**config.mk**
```make
export PLATFORM = sky130hd
export DESIGN_NAME = pipeline_ctrl_unit
export DESIGN_NICKNAME = d
export VERILOG_FILES = /design/src/rtl/proc_ctrl_pkg.sv /design/src/rtl/ctrl_down_counter.sv /design/src/rtl/pipeline_ctrl_unit.sv
export SDC_FILE = /design/constraint.sdc
export NUM_CORES = 1
export LEC_CHECK = 0
export CORE_AREA = 2 2 39 41
export CTS_CLUSTER_DIAMETER = 80
export DETAILED_ROUTE_END_ITERATION = 7
export DIE_AREA = 0 0 41 43
export HOLD_SLACK_MARGIN = 0.08
export PLACE_DENSITY = 0.81
export SYNTH_ARGS = -nofsm -noshare
export SYNTH_HDL_FRONTEND = slang
export SYNTH_SLANG_ARGS = --single-unit
export TNS_END_PERCENT = 5
```
**constraint.sdc**
```tcl
create_clock -name clk -period 4.5 [get_ports clk]
set_clock_uncertainty 0.15 [all_clocks]
set_input_delay 0.9 -clock clk [delete_from_list [all_inputs] [get_ports clk]]
set_output_delay 0.9 -clock clk [all_outputs]
set_load 0.01 [all_outputs]
```
**src/rtl/proc_ctrl_pkg.sv**
```systemverilog
// Shared types and constants for the pipeline stall/flush sequencer.
// Latency: n/a (declarations only).
// Backpressure: n/a.
package proc_ctrl_pkg;

    typedef enum logic [1:0] {
        RUN      = 2'd0,
        VEC_WAIT = 2'd1,
        FLUSH    = 2'd2
    } ctrl_state_t;

    localparam int CTRL_CNT_W_DEFAULT = 4;
    localparam int PERF_CNT_W         = 32;

    // Saturating increment for the performance counters.
    function automatic logic [PERF_CNT_W-1:0] sat_inc(input logic [PERF_CNT_W-1:0] v);
        return (v == '1) ? v : v + 1'b1;
    endfunction

endpackage

```
**src/rtl/ctrl_down_counter.sv**
```systemverilog
// Loadable down-counter with zero flag, shared by the VEC_WAIT and FLUSH timers.
// Latency: load/decrement visible one cycle later; zero flag is combinational from the count.
// Backpressure: none; decrement is ignored once the count reaches zero.
module ctrl_down_counter #(
    parameter int W = 4
) (
    input  logic         clk,
    input  logic         rst,
    input  logic         load,
    input  logic [W-1:0] load_val,
    input  logic         dec,
    output logic         zero
);

    logic [W-1:0] count;

    always_ff @(posedge clk or posedge rst) begin
        if (rst) begin
            count <= '0;
        end else if (load) begin
            count <= load_val;
        end else if (dec && (count != '0)) begin
            count <= count - 1'b1;
        end
    end

    assign zero = (count == '0);

endmodule

```
**src/rtl/pipeline_ctrl_unit.sv**
```systemverilog
// Stall/flush sequencer for the 5-stage pipeline: load-use, multicycle vector ops, taken branches.
// Latency: enables/flushes/bubble are combinational; state, counter and vec_busy update on clk.
// Backpressure: freezes PC/IF/ID/ID/EX and injects EX/MEM bubbles; PIPE_PERF_CNT_EN adds stall/flush counters.
module pipeline_ctrl_unit
    import proc_ctrl_pkg::*;
#(
    parameter int VEC_LATENCY  = 4,
    parameter int FLUSH_CYCLES = 2,
    parameter int CNT_W        = CTRL_CNT_W_DEFAULT
) (
    input  logic       clk,
    input  logic       rst,
    input  logic       load_use_stall,
    input  logic       vec_start,
    input  logic       branch_taken,
    output logic       pc_en,
    output logic       if_id_en,
    output logic       id_ex_en,
    output logic       ex_mem_en,
    output logic       mem_wb_en,
    output logic       if_id_flush,
    output logic       id_ex_flush,
    output logic       ex_mem_bubble,
    output logic       vec_busy,
    output logic [1:0] ctrl_state
`ifdef PIPE_PERF_CNT_EN
    ,
    output logic [PERF_CNT_W-1:0] stall_cycles,
    output logic [PERF_CNT_W-1:0] flush_cycles
`endif
);

    // Counter preloads are N-2: the entry cycle is spent in RUN and the exit cycle sees zero.
    localparam logic [CNT_W-1:0] VEC_LOAD   = CNT_W'(VEC_LATENCY - 2);
    localparam logic [CNT_W-1:0] FLUSH_LOAD = (FLUSH_CYCLES >= 2) ? CNT_W'(FLUSH_CYCLES - 2) : '0;
    localparam bit               FLUSH_MULTI = (FLUSH_CYCLES > 1);

    ctrl_state_t      state, state_nxt;
    logic             cnt_load;
    logic [CNT_W-1:0] cnt_load_val;
    logic             cnt_dec;
    logic             cnt_zero;
    logic             busy_set;
    logic             busy_clr;

    ctrl_down_counter #(.W(CNT_W)) u_cnt (
        .clk      (clk),
        .rst      (rst),
        .load     (cnt_load),
        .load_val (cnt_load_val),
        .dec      (cnt_dec),
        .zero     (cnt_zero)
    );

    always_ff @(posedge clk or posedge rst) begin
        if (rst) begin
            state <= RUN;
        end else begin
            state <= state_nxt;
        end
    end

    always_ff @(posedge clk or posedge rst) begin
        if (rst) begin
            vec_busy <= 1'b0;
        end else if (busy_set) begin
            vec_busy <= 1'b1;
        end else if (busy_clr) begin
            vec_busy <= 1'b0;
        end
    end

    always_comb begin
        state_nxt     = state;
        pc_en         = 1'b1;
        if_id_en      = 1'b1;
        id_ex_en      = 1'b1;
        ex_mem_en     = 1'b1;
        mem_wb_en     = 1'b1;
        if_id_flush   = 1'b0;
        id_ex_flush   = 1'b0;
        ex_mem_bubble = 1'b0;
        cnt_load      = 1'b0;
        cnt_load_val  = '0;
        cnt_dec       = 1'b0;
        busy_set      = 1'b0;
        busy_clr      = 1'b0;

        case (state)
            RUN: begin
                if (load_use_stall) begin
                    pc_en         = 1'b0;
                    if_id_en      = 1'b0;
                    id_ex_en      = 1'b0;
                    ex_mem_bubble = 1'b1;
                end else if (vec_start) begin
                    pc_en         = 1'b0;
                    if_id_en      = 1'b0;
                    id_ex_en      = 1'b0;
                    ex_mem_bubble = 1'b1;
                    cnt_load      = 1'b1;
                    cnt_load_val  = VEC_LOAD;
                    busy_set      = 1'b1;
                    state_nxt     = VEC_WAIT;
                end else if (branch_taken) begin
                    if_id_flush = 1'b1;
                    id_ex_flush = 1'b1;
                    if (FLUSH_MULTI) begin
                        cnt_load     = 1'b1;
                        cnt_load_val = FLUSH_LOAD;
                        state_nxt    = FLUSH;
                    end
                end
            end

            VEC_WAIT: begin
                // Hazard inputs are ignored here; vec_start is still high in the release cycle.
                if (!cnt_zero) begin
                    pc_en         = 1'b0;
                    if_id_en      = 1'b0;
                    id_ex_en      = 1'b0;
                    ex_mem_bubble = 1'b1;
                    cnt_dec       = 1'b1;
                end else begin
                    busy_clr  = 1'b1;
                    state_nxt = RUN;
                end
            end

            FLUSH: begin
                if_id_flush = 1'b1;
                if (cnt_zero) begin
                    state_nxt = RUN;
                end else begin
                    cnt_dec = 1'b1;
                end
            end

            default: begin
                state_nxt = RUN;
            end
        endcase

        if (rst) begin
            pc_en         = 1'b0;
            if_id_en      = 1'b0;
            id_ex_en      = 1'b0;
            ex_mem_en     = 1'b0;
            mem_wb_en     = 1'b0;
            if_id_flush   = 1'b1;
            id_ex_flush   = 1'b1;
            ex_mem_bubble = 1'b0;
        end
    end

    assign ctrl_state = state;

`ifdef PIPE_PERF_CNT_EN
    always_ff @(posedge clk or posedge rst) begin
        if (rst) begin
            stall_cycles <= '0;
            flush_cycles <= '0;
        end else begin
            if (!pc_en) begin
                stall_cycles <= sat_inc(stall_cycles);
            end
            if (if_id_flush) begin
                flush_cycles <= sat_inc(flush_cycles);
            end
        end
    end
`endif

endmodule

```
==> impl_metrics.yaml <==
sta:
  min_period_ns: 3.599
  drv_slew: 0
  fin_crit_sh_pct: 79.97
  final.setup.tns_ns: 0
  hold_viol: 0
  tightest_slew_ns: 0.6358
  fin_ws_ns: 0.9014
  rsz0062_at_grt: "false"
  setup_viol: 0
  hold-worst-slack_ns: 0.3533
  fmax_mhz: 277.9
  slew_headroom_pct: 57.52
setup_path:
  cp-end-kind: "output port"
  cp.required_ns: 3.45
  worst_path_dominant_cell_family: "buffers and inverters"
  criticalPathCategory: "in -> out"
  crit_start: "load_use_stall"
  crit_slowest_cell: "clkdlybuf4s50_1"
  r2r-start: "ctrl_state[1]"
  start_kind: "input pin"
  critical_path_buf_inv_count: 2
  cp_slowest_stage_delay_ns: 0.57
  path_max_fanout: 8
  cp_data_arrival_time_ns: 2.55
  path_cells: "clkdlybuf4s50_1 -> nor2b_1 -> a21oi_1 -> a21oi_1 -> clkdlybuf4s50_1"
grt:
  grt_pass1_wl_um: 1904
  grt_max_degree: 10
  grt_pass1_vias: 438
  grt-ovfl-total: 0
  grt_use_total_pct: 16.08
  antenna_found_initial: 0
pwr:
  p_per_area_nw_per_um2: 651.4
  leakage_nw: 0.3104
  irDropWorstVdd_v: 0.0002738
finish:
  synthToLayoutAreaGrowth_pct: 31.26
  final_common_cell: "clkdlybuf4s50_1"
  num_antenna_cells: 0
  utilization_pct: 51.63
  final_cell_mix: "clkdlybuf4s50_1 (15), inv_1 (8), a21oi_1 (8), dfrtp_1 (7), ha_1 (6)"
  fillers: 136
  drive_gt1_share_pct: 5.063
  instances_no_fill: 95
  fin_nets: 91
synthesis:
  synth_cells: 64
  synth_warnings: 0
  synth_area_sq_um: 544.3
  syn_area_per_cell_sq_um: 8.504
  syn-num-nets: 75
  ys_seq_area_share_pct: 32.18
  synth_cell_types: 26
  ys_seq_elements: 7
clock_tree:
  post_cts_buffers: 0
  clk_pin_slew_ns: 0.06
  max-clock-path-buffers: 2
  insertion_delay_ns: 0.26
  cts_buffers: 3
  cts_hold_buf: 0
  ctsHtreeMaxLevel: 1
  cts_tree: "built"
  post_cts_resized: 0
  cts_sinks: 7
  cts-root-buf: "clkbuf_4"
route:
  via_per_inst: 5.232
  drc_errors: 0
  drt_iter0_drc: 7
  antenna_left: 0
  routed_wl_um: 1142
  firstDrtPassIters: 4
  num_vias: 497
  wl_per_cell_um: 12.02
floorplan:
  die_area_sq_um: 1763
  coreArea_sq_um: 1384
  rows: 14
  start_util_pct: 39.33
  die_h_um: 43
  io_pins: 16
  dieWidth_um: 41
placement:
  placed_cells: 91
  gp_congestion: 0.7470
  dp_slack_ns: 0.9257
  portBuffers: 15
  dp_hpwl_um: 891.9
min_path:
  hp-start: "vec_busy"
  worstHoldPathType: "reg -> reg"
run:
  cap_violations: 0
status:
  status: "finished clean"
worst register-to-register path, stage by stage (launching register included):
cell	delay [ns]
dfrtp_1	0.36
inv_1	0.09
ha_1	0.39
inv_1	0.14
or4_1	0.51
a21oi_1	0.16
Yosys cell counts (all sizes together):
cell type / count / share of area (%)
a211o: 1 / 1.6
a21oi: 8 / 7.4
a221oi: 1 / 1.6
a222oi: 1 / 1.8
a22o: 1 / 1.6
a32o: 1 / 1.8
buf: 3 / 4.1
clkbuf: 1 / 0.69
dfrtp: 7 / 32
ha: 6 / 14
inv: 8 / 5.5
nand2: 4 / 2.8
nand2b: 1 / 1.2
nand3: 1 / 0.92
nor2: 4 / 2.8
nor2b: 1 / 1.2
nor3b: 2 / 2.8
nor4bb: 1 / 1.8
o211ai: 1 / 1.4
o21ai: 4 / 3.7
o22ai: 1 / 1.2
o32ai: 1 / 1.6
or2: 1 / 1.2
or3: 1 / 1.2
or3b: 1 / 1.6
or4: 2 / 2.8
cells by family after synthesis:
kind of cell	synth area share (%)
adder cells (fa/ha/maj)	13.79
flip-flops	32.18
buffers and inverters	10.34
AND/OR/NAND/NOR	20.00
AO/OA/AOI/OAI	23.68
worst paths after layout:
kind | to | slack (ns) | cells after the start
setup / recovery | pc_en | 0.90 | 5
setup reg to reg | u_cnt.count[2] | 2.63 | 5
max in group asynchronous | ctrl_state[0] | 3.12 | 2
hold / removal | vec_busy | 0.35 | 1
hold reg to reg | vec_busy | 0.35 | 1
min in group asynchronous | vec_busy | 0.84 | 2
area by class of cell:
class                   instances  area (sq um)  area share, %
repair buffers                 15         150.1          21.02
clock buffers                   4         26.28          3.678
multi-input cells              45         312.8          43.78
well taps                      16         20.02          2.802
inverters                       8         30.03          4.203
flip-flops and latches          7         175.2          24.52
layer usage:
| metal | track usage (%) | vias up | routed length, um |
|---|---|---|---|
| met5 | 0 | - | 0 |
| li1 | - | 258 | - |
| met1 | 21.05 | 220 | 530 |
| met4 | 8.000 | 0 | 19 |
| met3 | 6.283 | 4 | 64 |
| met2 | 22.19 | 15 | 528 |
stage by stage:
stage	instance area [sq um]	power, W
finish	714.4	0.0004654
global route	714.4	0.0005102
CTS	714.4	0.0004672
detailed placement	688.2	0.0004059
global placement	688.2	0.0004007
floorplan	544.3	0.0003132
sequential cells by signal, indices dropped and copies added, names as in the netlist:
signal       count
vec_busy         1
ctrl_state       2
u_cnt.count      4
power by group:
part	total (W)	leakage, nW	switching [W]	internal (W)
registers	0.000111	0.0859	0.0000190	0.0000916
clock network	0.0000587	0.0150	0.0000247	0.0000339
logic	0.000296	0.210	0.000154	0.000142
total	0.000465	0.310	0.000198	0.000268
Power figures use the tool's default switching activity.
